<file path="src/rtl/lsu_pkg.sv">
// Shared types and funct3 decoding for the load/store memory stage.
// Holds the FSM state encoding, width/sign codes and request legality helpers.
package lsu_pkg;

   typedef enum logic [1:0] {
      ST_IDLE   = 2'd0,
      ST_ACCESS = 2'd1,
      ST_WRITE  = 2'd2,
      ST_RESP   = 2'd3
   } lsu_state_e;

   localparam logic [2:0] F3_B  = 3'b000;
   localparam logic [2:0] F3_H  = 3'b001;
   localparam logic [2:0] F3_W  = 3'b010;
   localparam logic [2:0] F3_BU = 3'b100;
   localparam logic [2:0] F3_HU = 3'b101;

   // Unsigned variants only exist for loads.
   function automatic logic funct3_legal(input logic we, input logic [2:0] f3);
      logic ok;
      case (f3)
         F3_B, F3_H, F3_W: ok = 1'b1;
         F3_BU, F3_HU:     ok = ~we;
         default:          ok = 1'b0;
      endcase
      return ok;
   endfunction

   function automatic logic misaligned(input logic [2:0] f3, input logic [1:0] addr_lo);
      logic bad;
      case (f3)
         F3_H, F3_HU: bad = addr_lo[0];
         F3_W:        bad = (addr_lo != 2'b00);
         default:     bad = 1'b0;
      endcase
      return bad;
   endfunction

endpackage

</file>
<file path="src/rtl/lsu_align.sv">
// Lane extraction / sign extension for loads and lane merge for sub-word stores.
// Purely combinational; operates on the registered request fields.
module lsu_align
   import lsu_pkg::*;
(
   input  logic [2:0]  funct3,
   input  logic [1:0]  addr_lo,
   input  logic [31:0] rdata,
   input  logic [31:0] wdata,
   output logic [31:0] load_data,
   output logic [31:0] store_word
);

   logic [7:0]  byte_s;
   logic [15:0] half_s;

   // select the addressed byte and halfword lanes of the read word
   always_comb begin
      byte_s = 8'd0;
      case (addr_lo)
         2'd0:    byte_s = rdata[7:0];
         2'd1:    byte_s = rdata[15:8];
         2'd2:    byte_s = rdata[23:16];
         2'd3:    byte_s = rdata[31:24];
         default: byte_s = 8'd0;
      endcase
      if (addr_lo[1]) begin
         half_s = rdata[31:16];
      end else begin
         half_s = rdata[15:0];
      end
   end

   // extend the selected lane according to width/sign code
   always_comb begin
      load_data = 32'd0;
      case (funct3)
         F3_B:    load_data = {{24{byte_s[7]}}, byte_s};
         F3_BU:   load_data = {24'd0, byte_s};
         F3_H:    load_data = {{16{half_s[15]}}, half_s};
         F3_HU:   load_data = {16'd0, half_s};
         F3_W:    load_data = rdata;
         default: load_data = 32'd0;
      endcase
   end

   // replace only the addressed lane of the read word with store data
   always_comb begin
      store_word = rdata;
      case (funct3)
         F3_B: begin
            case (addr_lo)
               2'd0:    store_word = {rdata[31:8], wdata[7:0]};
               2'd1:    store_word = {rdata[31:16], wdata[7:0], rdata[7:0]};
               2'd2:    store_word = {rdata[31:24], wdata[7:0], rdata[15:0]};
               2'd3:    store_word = {wdata[7:0], rdata[23:0]};
               default: store_word = rdata;
            endcase
         end
         F3_H: begin
            if (addr_lo[1]) begin
               store_word = {wdata[15:0], rdata[15:0]};
            end else begin
               store_word = {rdata[31:16], wdata[15:0]};
            end
         end
         F3_W:    store_word = wdata;
         default: store_word = rdata;
      endcase
   end

endmodule

</file>
<file path="src/rtl/lsu_mem_stage.sv">
// Memory stage of the load/store unit: one request at a time against a
// word-wide data memory, with sub-word stores done as read-modify-write.
module lsu_mem_stage
   import lsu_pkg::*;
#(
   parameter int MEM_WORDS = 256
) (
   input  logic        clk,
   input  logic        rst_n,
   input  logic        req_valid,
   output logic        req_ready,
   input  logic        req_we,
   input  logic [2:0]  req_funct3,
   input  logic [31:0] req_addr,
   input  logic [31:0] req_wdata,
   output logic        rsp_valid,
   output logic [31:0] rsp_rdata,
   output logic        rsp_fault,
   output logic        mem_read,
   output logic        mem_write,
   output logic [31:0] mem_addr,
   output logic [31:0] mem_wdata,
   input  logic [31:0] mem_rdata
);

   localparam logic [32:0] ADDR_LIMIT = 33'(MEM_WORDS) << 2;

   lsu_state_e  state_r, state_nxt_s;
   logic        we_r;
   logic [2:0]  funct3_r;
   logic [31:0] addr_r;
   logic [31:0] wdata_r;

   logic        ready_r, rsp_valid_r, rsp_fault_r, mem_read_r, mem_write_r;
   logic [31:0] rsp_rdata_r, mem_addr_r, mem_wdata_r;

   logic        capture_s, fault_s;
   logic        rsp_valid_nxt_s, rsp_fault_nxt_s, mem_read_nxt_s, mem_write_nxt_s;
   logic [31:0] rsp_rdata_nxt_s, mem_addr_nxt_s, mem_wdata_nxt_s;
   logic [31:0] load_data_s, store_word_s;

   assign fault_s = ~funct3_legal(req_we, req_funct3)
                  | misaligned(req_funct3, req_addr[1:0])
                  | ({1'b0, req_addr} >= ADDR_LIMIT);

   lsu_align u_align (
      .funct3     (funct3_r),
      .addr_lo    (addr_r[1:0]),
      .rdata      (mem_rdata),
      .wdata      (wdata_r),
      .load_data  (load_data_s),
      .store_word (store_word_s)
   );

   // next state plus next value of every registered output
   always_comb begin
      state_nxt_s     = state_r;
      capture_s       = 1'b0;
      mem_read_nxt_s  = 1'b0;
      mem_write_nxt_s = 1'b0;
      mem_addr_nxt_s  = 32'd0;
      mem_wdata_nxt_s = 32'd0;
      rsp_valid_nxt_s = 1'b0;
      rsp_fault_nxt_s = rsp_fault_r;
      rsp_rdata_nxt_s = rsp_rdata_r;
      case (state_r)
         ST_IDLE: begin
            if (req_valid) begin
               capture_s = 1'b1;
               if (fault_s) begin
                  state_nxt_s     = ST_RESP;
                  rsp_valid_nxt_s = 1'b1;
                  rsp_fault_nxt_s = 1'b1;
                  rsp_rdata_nxt_s = 32'd0;
               end else begin
                  state_nxt_s    = ST_ACCESS;
                  mem_addr_nxt_s = {req_addr[31:2], 2'b00};
                  // full-word stores skip the read and write directly
                  if (req_we && (req_funct3 == F3_W)) begin
                     mem_write_nxt_s = 1'b1;
                     mem_wdata_nxt_s = req_wdata;
                  end else begin
                     mem_read_nxt_s = 1'b1;
                  end
               end
            end else begin
               state_nxt_s = ST_IDLE;
            end
         end
         ST_ACCESS: begin
            if (we_r && (funct3_r != F3_W)) begin
               state_nxt_s     = ST_WRITE;
               mem_write_nxt_s = 1'b1;
               mem_addr_nxt_s  = {addr_r[31:2], 2'b00};
               mem_wdata_nxt_s = store_word_s;
            end else begin
               state_nxt_s     = ST_RESP;
               rsp_valid_nxt_s = 1'b1;
               rsp_fault_nxt_s = 1'b0;
               rsp_rdata_nxt_s = we_r ? 32'd0 : load_data_s;
            end
         end
         ST_WRITE: begin
            state_nxt_s     = ST_RESP;
            rsp_valid_nxt_s = 1'b1;
            rsp_fault_nxt_s = 1'b0;
            rsp_rdata_nxt_s = 32'd0;
         end
         ST_RESP: begin
            state_nxt_s = ST_IDLE;
         end
         default: begin
            state_nxt_s = ST_IDLE;
         end
      endcase
   end

   // state, request capture and output registers
   always_ff @(posedge clk or negedge rst_n) begin
      if (!rst_n) begin
         state_r     <= ST_IDLE;
         we_r        <= 1'b0;
         funct3_r    <= 3'd0;
         addr_r      <= 32'd0;
         wdata_r     <= 32'd0;
         ready_r     <= 1'b1;
         rsp_valid_r <= 1'b0;
         rsp_fault_r <= 1'b0;
         rsp_rdata_r <= 32'd0;
         mem_read_r  <= 1'b0;
         mem_write_r <= 1'b0;
         mem_addr_r  <= 32'd0;
         mem_wdata_r <= 32'd0;
      end else begin
         state_r     <= state_nxt_s;
         ready_r     <= (state_nxt_s == ST_IDLE);
         rsp_valid_r <= rsp_valid_nxt_s;
         rsp_fault_r <= rsp_fault_nxt_s;
         rsp_rdata_r <= rsp_rdata_nxt_s;
         mem_read_r  <= mem_read_nxt_s;
         mem_write_r <= mem_write_nxt_s;
         mem_addr_r  <= mem_addr_nxt_s;
         mem_wdata_r <= mem_wdata_nxt_s;
         if (capture_s) begin
            we_r     <= req_we;
            funct3_r <= req_funct3;
            addr_r   <= req_addr;
            wdata_r  <= req_wdata;
         end else begin
            we_r     <= we_r;
            funct3_r <= funct3_r;
            addr_r   <= addr_r;
            wdata_r  <= wdata_r;
         end
      end
   end

   assign req_ready = ready_r;
   assign rsp_valid = rsp_valid_r;
   assign rsp_fault = rsp_fault_r;
   assign rsp_rdata = rsp_rdata_r;
   assign mem_read  = mem_read_r;
   assign mem_write = mem_write_r;
   assign mem_addr  = mem_addr_r;
   assign mem_wdata = mem_wdata_r;

endmodule

</file>
<file path="config.mk">
export PLATFORM = sky130hd
export DESIGN_NAME = lsu_mem_stage
export DESIGN_NICKNAME = d
export VERILOG_FILES = /design/src/rtl/lsu_pkg.sv /design/src/rtl/lsu_align.sv /design/src/rtl/lsu_mem_stage.sv
export SDC_FILE = /design/constraint.sdc
export NUM_CORES = 1
export LEC_CHECK = 0
export CORE_ASPECT_RATIO = 0.6
export CORE_MARGIN = 2
export CORE_UTILIZATION = 50
export DETAILED_ROUTE_END_ITERATION = 10
export HOLD_SLACK_MARGIN = 0.05
export PLACE_DENSITY = 0.81
export SLEW_MARGIN = 40
export SYNTH_ARGS = -nofsm -noshare
export SYNTH_HDL_FRONTEND = slang
export SYNTH_HIERARCHICAL = 1
export SYNTH_SLANG_ARGS = --single-unit
</file>
<file path="constraint.sdc">
create_clock -name clk -period 2.3 [get_ports clk]
set_input_delay 0.46 -clock clk [delete_from_list [all_inputs] [get_ports clk]]
set_output_delay 0.46 -clock clk [all_outputs]
set_load 0.02 [all_outputs]
</file>
==> impl_metrics.ini, run 1 <==
[placed_design]
place_hpwl_mm = 18.0
io_buffers = 201
globalplace.congestion = 0.915
dp_cells = 1285
pre_cts_ws_ns = -0.461

[clocking]
numCtsBuffers = 17
clock_sinks = 169
cts_buffer_depth = 2
clkTransAtPathRegs_ns = 0.07
cts_tree = yes
insertion_delay_ns = 0.42
ctsHtreeMaxLevel = 4
root_buffer = clkbuf_16
post-cts-setup-buffers = 0

[min_path]
min_from = addr_r[19]
min_path_type = register to register

[floorplan]
io_pins = 204
die_w_um = 169
initial_core_util = 0.508
dieArea_um2 = 17400
die-height_um = 103
core-area_um2 = 16100
rows = 36

[critical_path]
worst-endpoint-required_ns = 2.64
r2r-start = addr_r[1]
regToRegSetupSlack_ns = 0.17
worstPathArrival_ns = 2.56
cp-end-kind = register
critical_path_class = input port to register
critPathMaxFanout = 33
crit_start = req_addr[29]
start_kind = input port

[route]
viasPerCell = 5.86
vias = 7727
drt_first_iter_violations = 767
first_pass_iters = 5
wl_per_cell_um = 19.6
route.detailed.drc = 0
wirelength_mm = 25.8
ant_nets = 0

[layout]
drive_above_1_share = 0.110
fin_cells = 1318
areaGrowthSynthToFinish_pct = 38.9
layout_commonest_cell = nand2_1
final_util = 0.705
fillers = 1202
fin_nets = 1203
final_cell_mix = nand2_1, clkdlybuf4s50_1, dfrtp_1, buf_4, o21ai_0

[timing]
fin_crit_sh = 0.966
maxSlewViolCount = 0
slew_headroom = 0.549
clock_skew_ns = 0.00852
max_clock_freq_mhz = 450
rsz0062_at_grt = no
hold_viol_final = 0
worst_pin_slew_ns = 0.677
period_needed_ns = 2.22
setup_slack_ns = 0.0778
setup_violations = 0

[synthesis]
syn_area_um2 = 8160
ys_async_sr_fraction = 1.00
avgSynthCellArea_um2 = 9.25
netlist_top_cells_area = dfrtp_1, nand2_1, o2bb2ai_1, o21ai_0, a21o_1
ys_ff_latch = 169
yosys.area.top_type = dfrtp_1
synth_cell_types = 53
ys_warn_count = 6
syn_inst = 883
ys_seq_area_frac = 0.518
synth_ff_type = dfrtp_1
synth_edf_count = 0
synth.top_cell.area_share = 0.515

[global_route]
track_usage = 0.300
grt-busiest-layer = met1
use_met3 = 0.110
grt_pass1_wl_mm = 39.8
grt_max_degree = 64
overflow = 0
grt_pass1_vias = 7287
antenna_found_initial = 1
grtUsageMet1 = 0.447
gr-usage-met2 = 0.407

[power]
p_per_area_nw_per_um2 = 1280
ir_drop_v = 0.000705
leakage_nw = 5.20

[outcome]
outcome = complete, no violations

[job]
cap_viol_max_count = 0
-- stage by stage --
stage | setup TNS [ns] | hold slack [ns] | total power, W | instance area [µm²]
after floorplan | 0 | 0.164 | 0.00883 | 8170
after global placement | -26.83 | 0.427 | 0.0113 | 10700
after detailed placement | -25.39 | 0.422 | 0.0114 | 10700
after CTS | 0 | 0.471 | 0.0144 | 11300
after global routing | 0 | 0.492 | 0.0153 | 11300
final | 0 | 0.466 | 0.0145 | 11300
-- metal layers --
metal	vias to the layer above	routed length [µm]
met5	-	0
met4	0	476
met3	50	3170
met2	447	10400
met1	3730	11800
li1	3500	-
-- worst max-delay path, stage by stage --
cell,delay (ns)
clkdlybuf4s50_1,0.44
nor4_2,0.38
and4_2,0.34
o2111ai_4,0.15
or3_4,0.41
buf_12,0.18
o21ai_1,0.19
-- sequential cells by signal, indices dropped and copies added (netlist names) --
signal	count
addr_r	32
funct3_r	3
mem_addr	30
mem_read	1
mem_wdata	32
mem_write	1
req_ready	1
rsp_fault	1
rsp_rdata	32
rsp_valid	1
state_r	2
wdata_r	32
we_r	1
-- cells in the mapped netlist, drive strengths merged (13+ instances only) --
| library cell | count |
|---|---|
| a21o | 27 |
| a21oi | 20 |
| a22o | 17 |
| a22oi | 24 |
| and2 | 26 |
| buf | 21 |
| clkbuf | 51 |
| dfrtp | 168 |
| nand2 | 255 |
| nand2b | 13 |
| nand3 | 34 |
| nor2 | 23 |
| o211ai | 16 |
| o21ai | 59 |
| o2bb2ai | 32 |
-- path summary, 6_finish.rpt --
check / end / cells after the start
setup reg to reg: mem_wdata[10] / 7
hold / removal: addr_r[19] / 2
hold reg to reg: addr_r[19] / 2
max in group asynchronous: wdata_r[10] / 3
min in group asynchronous: mem_wdata[0] / 2
setup / recovery: mem_wdata[13] / 7
-- what timing repair did --
| item | 4_1_cts | 5_1_grt |
|---|---|---|
| endpoints found under the hold margin | 45 | 0 |
| resized for setup | 4 | 14 |
| endpoints found under the setup margin | 7 | 31 |
| gates cloned | 0 | 0 |
| hold buffers | 1 | 0 |
-- where the power goes --
part | internal [W] | switching [W]
clock network | 0.00155 | 0.00128
registers | 0.00398 | 0.000734
logic | 0.00294 | 0.00400
-- kinds of logic (layout without fill, tap and decap cells) --
kind of cell,count (synthesis),in the layout,synth area share
other cells,1,3,0.000459
flops,169,169,0.518
mux,18,18,0.0248
buf+inv,77,301,0.0415
simple gates,386,386,0.210
compound gates,228,228,0.199
fa+ha+maj,4,4,0.00613
-- area by class of cell --
type | count | area (µm²) | area share
diodes | 1 | 2.50 | 0.000221
clock buffers | 18 | 439 | 0.0387
clock inverters | 13 | 134 | 0.0118
inverters | 5 | 18.8 | 0.00165
multi-input cells | 638 | 3660 | 0.323
flip-flops and latches | 169 | 4230 | 0.373
well taps | 209 | 262 | 0.0231
repair buffers | 265 | 2600 | 0.229
Power figures use the tool's default switching activity.
==> run 2, diff against run 1 <==
--- a/config.mk
+++ b/config.mk
@@ -5,8 +5,8 @@
 export SDC_FILE = /design/constraint.sdc
 export NUM_CORES = 1
 export LEC_CHECK = 0
-export CORE_ASPECT_RATIO = 0.6
-export CORE_MARGIN = 2
+export CORE_ASPECT_RATIO = 1.25
+export CORE_MARGIN = 5
 export CORE_UTILIZATION = 50
 export DETAILED_ROUTE_END_ITERATION = 10
 export HOLD_SLACK_MARGIN = 0.05
==> impl_metrics.ini, run 2 (same netlist as run 1, synthesis figures left out) <==
[global_route]
grt_pass1_wl_mm = 40.9
grt_pass1_vias = 7627
track_usage = 0.268
grt_max_degree = 64
antenna_found_initial = 2
overflow = 0

[critical_path]
crit_start = req_addr[29]
r2r-end = rsp_rdata[4]
crit_path_end = rsp_fault
start_kind = input port
worst-endpoint-required_ns = 2.60
worstPathArrival_ns = 2.48
cp-end-kind = register
critPathMaxFanout = 2
r2r-start = funct3_r[1]
regToRegSetupSlack_ns = 0.35
reg2reg_depth = 6
critical_path_class = input port to register

[clocking]
numCtsBuffers = 17
post-cts-setup-buffers = 0
cts_tree = yes
clkTransAtPathRegs_ns = 0.06
insertion_delay_ns = 0.42
clock_sinks = 169
root_buffer = clkbuf_16
cts_resized = 0
ctsHtreeMaxLevel = 4
cts_buffer_depth = 2

[power]
p_per_area_nw_per_um2 = 1260
internal_power_w = 0.00851
p_sw_frac = 0.403
ir_drop_v = 0.000643
pwr-share-comb = 0.481
p_switching_w = 0.00574
power_frac_seq = 0.328
leakage_nw = 5.19
pwr-share-clk = 0.191

[timing]
setup_violations = 0
hold_ws_ns = 0.465
worst_pin_slew_ns = 0.665
slew_headroom = 0.557
period_needed_ns = 2.18
max_clock_freq_mhz = 458
rsz0062_at_grt = no
hold_viol_final = 0
tns_ns = 0
setup_slack_ns = 0.118
clock_skew_ns = 0.00616
maxSlewViolCount = 0
fin_crit_sh = 0.949

[layout]
drive_above_1_share = 0.102
areaGrowthSynthToFinish_pct = 38.7
final_cell_mix = nand2_1, clkdlybuf4s50_1, dfrtp_1, o21ai_0, buf_4
antennaDiodeCount = 0
fin_nets = 1201
layout_commonest_cell = nand2_1
design_area_um2 = 11300

[floorplan]
initial_core_util = 0.506
die_w_um = 124
die-height_um = 153
rows = 52
io_pins = 204
dieArea_um2 = 19000
core-area_um2 = 16100

[route]
route.detailed.drc = 0
wirelength_mm = 25.8
vias = 7613
ant_nets = 0
viasPerCell = 5.76
wl_per_cell_um = 19.5
drt_first_iter_violations = 816
first_pass_iters = 8

[outcome]
outcome = complete, no violations

[placed_design]
place_hpwl_mm = 18.5
io_buffers = 201
place_area_um2 = 10800
pre_cts_ws_ns = -0.341
globalplace.congestion = 0.959

[min_path]
min_from = addr_r[23]
min_path_type = register to register

[job]
cap_viol_max_count = 0
==> run 2: cell types whose count changed in the layout (fill, tap and decap cells not counted), moves of 2 or more <==
cell	delta
nor4_2	-3
o21ai_1	-12
buf_12	+4
nor4_1	+3
o21ai_0	+12
inv_6	-4
buf_4	-6
inv_8	-2
==> run 2: metal layers <==
layer  global-route usage  part of all wire
met5                    0           0.00097
met4                0.112             0.038
met3               0.0866             0.095
met2                0.444              0.49
met1                0.323              0.38
==> run 2: worst max-delay path, stage by stage <==
cell and delay (ns):
clkdlybuf4s50_1 0.43, nor4_1 0.33, and4_1 0.30, o2111ai_2 0.14
buf_4 0.18, o31ai_4 0.29, mux2_1 0.36
==> run 2: power by group through the flow <==
stage               combinational, W  sequential (W)  clock (W)
global route                 0.00742         0.00479    0.00290
detailed placement           0.00678         0.00470          0
floorplan                    0.00379         0.00504          0
global placement             0.00664         0.00468          0
CTS                          0.00681         0.00466    0.00274
finish                       0.00685         0.00468    0.00272
==> run 2: area by class of cell <==
type                       count  area [µm²]
fill                        1302        4810
sequential                   169        4230
multi-input combinational    638        3620
timing repair buffer         263        2630
clock buffer                  20         457
tap                          216         270
clock inverter                10        97.6
inverter                       5        18.8
==> run 2: worst min path at each step <==
stage	to	slack (ns)	cells after the start
global route	addr_r[24]	0.49	2
finish	addr_r[23]	0.47	2
CTS	addr_r[23]	0.47	2
detailed placement	wdata_r[27]	0.36	1
floorplan	addr_r[0]	0.16	0
global placement	wdata_r[27]	0.36	1
==> run 2: stage by stage <==
stage           util  cells  total power, W
5_1_grt        0.702   1321          0.0151
4_1_cts        0.702   1321          0.0142
3_3_place_gp   0.667   1290          0.0113
6_report       0.702   1321          0.0142
3_5_place_dp   0.667   1290          0.0115
2_1_floorplan      -    884         0.00883
==> run 2: repair_timing <==
action	CTS	global route
hold buffers	1	0
endpoints found under the setup margin	0	0
endpoints found under the hold margin	26	0
==> run 3, diff against run 2 <==
--- a/config.mk
+++ b/config.mk
@@ -9,6 +9,7 @@
 export CORE_MARGIN = 5
 export CORE_UTILIZATION = 50
 export DETAILED_ROUTE_END_ITERATION = 10
+export GPL_ROUTABILITY_DRIVEN = 0
 export HOLD_SLACK_MARGIN = 0.05
 export PLACE_DENSITY = 0.81
 export SLEW_MARGIN = 40
==> impl_metrics.ini, run 3 (same netlist as run 1, synthesis figures left out) <==
[power]
leakage_nw = 5.20
p_per_area_nw_per_um2 = 1270
fin_total_pwr_w = 0.0144
ir_drop_v = 0.000607

[timing]
slew_headroom = 0.570
setup_violations = 0
fin_crit_sh = 0.920
maxSlewViolCount = 0
max_clock_freq_mhz = 472
clock_skew_ns = 0.00747
rsz0062_at_grt = no
period_needed_ns = 2.12
hold_viol_final = 0
worst_pin_slew_ns = 0.645

[route]
wirelength_mm = 25.5
wl_per_cell_um = 19.3
vias = 7593
first_pass_iters = 6
viasPerCell = 5.75
route.detailed.drc = 0
ant_nets = 0
drt_first_iter_violations = 897

[layout]
final_cell_mix = nand2_1, clkdlybuf4s50_1, dfrtp_1, buf_4, o21ai_0
drive_above_1_share = 0.103
antennaDiodeCount = 0
design_area_um2 = 11300
layout_commonest_cell = nand2_1
final_util = 0.701
fillers = 1276
fin_nets = 1199
multiInputGateArea_um2 = 3620
seq_area_um2 = 4230
areaGrowthSynthToFinish_pct = 38.6

[min_path]
min_path_type = register to register

[critical_path]
cp-end-kind = register
r2r-end = rsp_rdata[17]
r2r-start = addr_r[1]
regToRegSetupSlack_ns = 0.29
crit_path_end = rsp_fault
worstPathArrival_ns = 2.42
crit_start = req_addr[17]
reg2reg_depth = 7
critPathMaxFanout = 5
worst-endpoint-required_ns = 2.61
critical_path_class = input port to register
start_kind = input port

[clocking]
cts_tree = yes
clock_sinks = 169
ctsHtreeMaxLevel = 4
cts_resized = 0
numCtsBuffers = 17
cts_buffer_depth = 2
insertion_delay_ns = 0.43
root_buffer = clkbuf_16
clkTransAtPathRegs_ns = 0.06

[floorplan]
core-area_um2 = 16100
dieArea_um2 = 19000
die_w_um = 124
die-height_um = 153
io_pins = 204
rows = 52
initial_core_util = 0.506

[global_route]
track_usage = 0.267
gr-usage-met2 = 0.433
grt-busiest-layer = met2
antenna_found_initial = 1
grt_pass1_wl_mm = 40.8
overflow = 0
grt_pass1_vias = 7623
use_met3 = 0.0848
grtUsageMet1 = 0.323
grt_max_degree = 69

[placed_design]
place_hpwl_mm = 18.2
place_area_um2 = 10700
io_buffers = 201

[outcome]
outcome = complete, no violations

[job]
cap_viol_max_count = 0
run 3: cell count changes in the layout (fill, tap and decap cells not counted), sizes merged:
cell,before,now
clkinvlp,3,1
clkinv,5,4
bufinv,1,2
clkbuf,20,18
inv,6,12
buf,62,60
run 3: layout make-up:
type / instances / share of cell area
clock buffers: 18 / 0.0388
clock inverters: 14 / 0.0140
inverters: 5 / 0.00166
multi-input cells: 638 / 0.320
flip-flops and latches: 169 / 0.374
well taps: 216 / 0.0239
repair buffers: 261 / 0.228
run 3: layer usage:
layer,share of wire,wire [µm],vias up
met2,0.48,12300,399
met4,0.044,1120,2
li1,-,-,3488
met1,0.38,9580,3607
met5,0.00043,11,-
met3,0.097,2480,97
run 3: report_power, final:
group / internal (W) / switching (W) / leakage, nW
Clock: 0.00166 / 0.00125 / 0.294
Combinational: 0.00294 / 0.00384 / 2.67
Sequential: 0.00398 / 0.000698 / 2.24
Total: 0.00857 / 0.00580 / 5.20
run 3: what timing repair did:
action                                 4_1_cts  5_1_grt
endpoints found under the hold margin       46        0
hold buffers                                 1        0
buffers inserted                             0        0
run 3: how the worst min path moves through the flow:
stage	start	to	slack, ns	cells after the start
2_1_floorplan	rst_n	addr_r[0]	0.16	0
3_3_place_gp	rst_n	wdata_r[23]	0.42	1
3_5_place_dp	rst_n	mem_wdata[23]	0.43	1
4_1_cts	addr_r[10]	addr_r[10]	0.47	2
5_1_grt	addr_r[27]	addr_r[27]	0.48	2
6_report	addr_r[10]	addr_r[10]	0.47	2
run 3: worst max-delay path, stage by stage:
cell and delay, ns:
clkdlybuf4s50_1 0.43, nor4_1 0.35, buf_4 0.19, o2111ai_2 0.15
buf_4 0.20, o31ai_4 0.28, mux2_1 0.37
run 3: metrics by stage:
| step | instances | hold slack [ns] | worst slack (ns) | TNS, ns |
|---|---|---|---|---|
| after floorplan | 884 | 0.164 | 0.224 | 0 |
| after global placement | 1288 | 0.419 | -0.281 | -15.17 |
| after detailed placement | 1288 | 0.427 | -0.285 | -15.19 |
| after CTS | 1321 | 0.470 | 0.155 | 0 |
| after global routing | 1321 | 0.478 | 0.0944 | 0 |
| final | 1321 | 0.470 | 0.183 | 0 |
==> edit, RTL diff (settings of run 1) <==
Set the parameter `MEM_WORDS` to 192 (it was 256).
--- a/src/rtl/lsu_mem_stage.sv
+++ b/src/rtl/lsu_mem_stage.sv
@@ -4,5 +4,5 @@
    import lsu_pkg::*;
 #(
-   parameter int MEM_WORDS = 256
+   parameter int MEM_WORDS = 192
 ) (
    input  logic        clk,
Behaviour: not the same (Yosys sat finds a counterexample within 4 cycles, from zero or initial values and one cycle with rst_n low).
==> edit against run 1 <==
  * Critical path type is now reg2reg
  * Global-route usage rose by 0.22 points
  * Worst setup slack improved by 0.58 ps
  * Sequential cell count did not move
  * Area after synthesis fell by 1.0%
  * Routed wire length fell by 1.3%
  * Fmax barely moved
  * Register-to-register slack got worse by 90 ps
  * Cell area fell by 1.5%
  * Power rose by 0.23%
  * Critical path depth fell by 2
==> edit: results (changes against run 1) <==
global_route:
  antenna_found_initial: 0  # was 1
  grt_use_total_pct: 30.2  # was 30.0%
  grt_pass1_wl_um: 39500  # was 39,800 um
  first_global_vias: 6929  # was 7,287
outcome:
  outcome: "completed"  # unchanged
placement:
  io_buffers: 201  # unchanged
  placed_cells: 1210  # was 1,285
  pre_cts_ws_ps: -223  # was -461 ps
  hpwl_um: 18600  # was 18,000 um
  place_congestion: 0.933  # was 0.915
synthesis:
  yosysUniqueCellTypes: 55  # was 53
  synth_adder_area_share_pct: 0.619  # was 0.613%
  synth_mux_area_share_pct: 2.55  # was 2.48%
  synth_common_cells: "nand2_1 (223), dfrtp_1 (168), clkbuf_1 (48), a22o_1 (41), a32o_1 (40)"  # was nand2_1 (255), dfrtp_1 (168), clkbuf_1 (51), o21ai_0 (49), nand3_1 (34)
  syn_inst: 811  # was 883
  synth_ff_type: "dfrtp_1"  # unchanged
  synth_top_family_by_area: "compound AO/OA/AOI/OAI gates"  # was simple AND/OR/NAND/NOR gates
  synth_compound_area_share_pct: 22.7  # was 19.9%
  synth_area_leaders: "dfrtp_1 (52%), nand2_1 (10%), a32o_1 (5.0%), a22o_1 (4.4%), a21o_1 (2.4%)"  # was dfrtp_1 (51%), nand2_1 (12%), o2bb2ai_1 (3.4%), o21ai_0 (3.0%), a21o_1 (2.5%)
route:
  route.final.wire_length_um: 25400  # was 25,800 um
  wl_per_cell_um: 20.5  # was 19.6 um
  drt_iter0_drc: 1007  # was 767
  num_vias: 7323  # was 7,727
power_and_ir_drop:
  pwr-share-clk_pct: 19.8  # was 19.5%
  pg_comb_uw: 6880  # was 6940 uW
  p_switching_uw: 5900  # was 6020 uW
  peakVddDrop_uv: 661  # was 705 uV
layout:
  n_clock_buffer: 20  # was 18
  inverters: 4  # was 5
  multi_input_area_um2: 3490  # was 3660 um2
  antenna_cells: 0  # was 1
  buf_share_pct: 23.4  # was 22.9%
  clock_area_share_pct: 5.16  # was 5.05%
  drive_gt1_share_pct: 11.3  # was 11.0%
  nets: 1134  # was 1,203
  buffers_excl_clock: 267  # was 265
  nFillCells: 1143  # was 1,202
  final_area_um2: 11200  # was 11,300 um2
  multi_input_gates: 568  # was 638
worst_setup_path:
  cp_max_fo: 11  # was 33
clock_tree:
  cts-root-buf: "clkbuf_16"  # unchanged
floorplanning:
  tap_cells: 203  # was 209
sta:
  relSlewSlack_pct: 50.5  # was 54.9%
  finalClockSkew_ps: 12.5  # was 8.52 ps
edit: changes by cell type in the layout (fill, tap and decap cells not counted), sizes merged, moves of 3 or more:
cell     before  now
o21ai        59   26
a22o         17   41
nor4          8    5
inv          12    8
nand2       255  223
nand3        34    1
o2bb2ai      32    1
a32o          0   40
edit: kinds of logic (layout without fill, tap and decap cells):
logic type	after synthesis	count (layout)
adder cells (fa/ha/maj)	4	4
AO/OA/AOI/OAI	231	231
buffers and inverters	75	303
AND/OR/NAND/NOR	313	313
multiplexers	18	18
flip-flops	169	169
other	1	2
edit: metrics by stage:
stage / power, uW / setup TNS (ps)
2_1_floorplan: 8850 / 0
3_5_place_dp: 11500 / -13110
6_report: 14500 / 0
5_1_grt: 15300 / 0
3_3_place_gp: 11300 / -10280
4_1_cts: 14400 / 0
edit: routing by layer:
layer | track usage (%) | wire [um] | vias to the layer above
met5 | 0 | 0 | -
met1 | 46.1 | 11700 | 3564
met4 | 6.63 | 244 | 0
li1 | - | - | 3324
met2 | 42.2 | 10600 | 408
met3 | 9.30 | 2930 | 27
edit: repair_timing:
action | 4_1_cts | 5_1_grt
hold endpoints to repair | 48 | 0
buffers inserted | 0 | 0
gates resized for setup | 0 | 0
hold buffers | 1 | 0
edit: path summary, 6_finish.rpt:
check,start,cells past startpoint,to,slack [ps]
min reg2reg,addr_r[23],2,addr_r[23],470
min in group asynchronous,rst_n,2,mem_addr[25],540
max reg2reg,funct3_r[1],5,mem_wdata[25],80
min,addr_r[23],2,addr_r[23],470
max,funct3_r[1],5,mem_wdata[25],80
max in group asynchronous,rst_n,3,req_ready,1030
edit: worst max-delay path, cell delays in order (launching register included):
cell and delay [ps]:
dfrtp_1 530, nor2b_1 650, and2_1 470, a22oi_1 140, o21ai_1 210, a32o_1 150
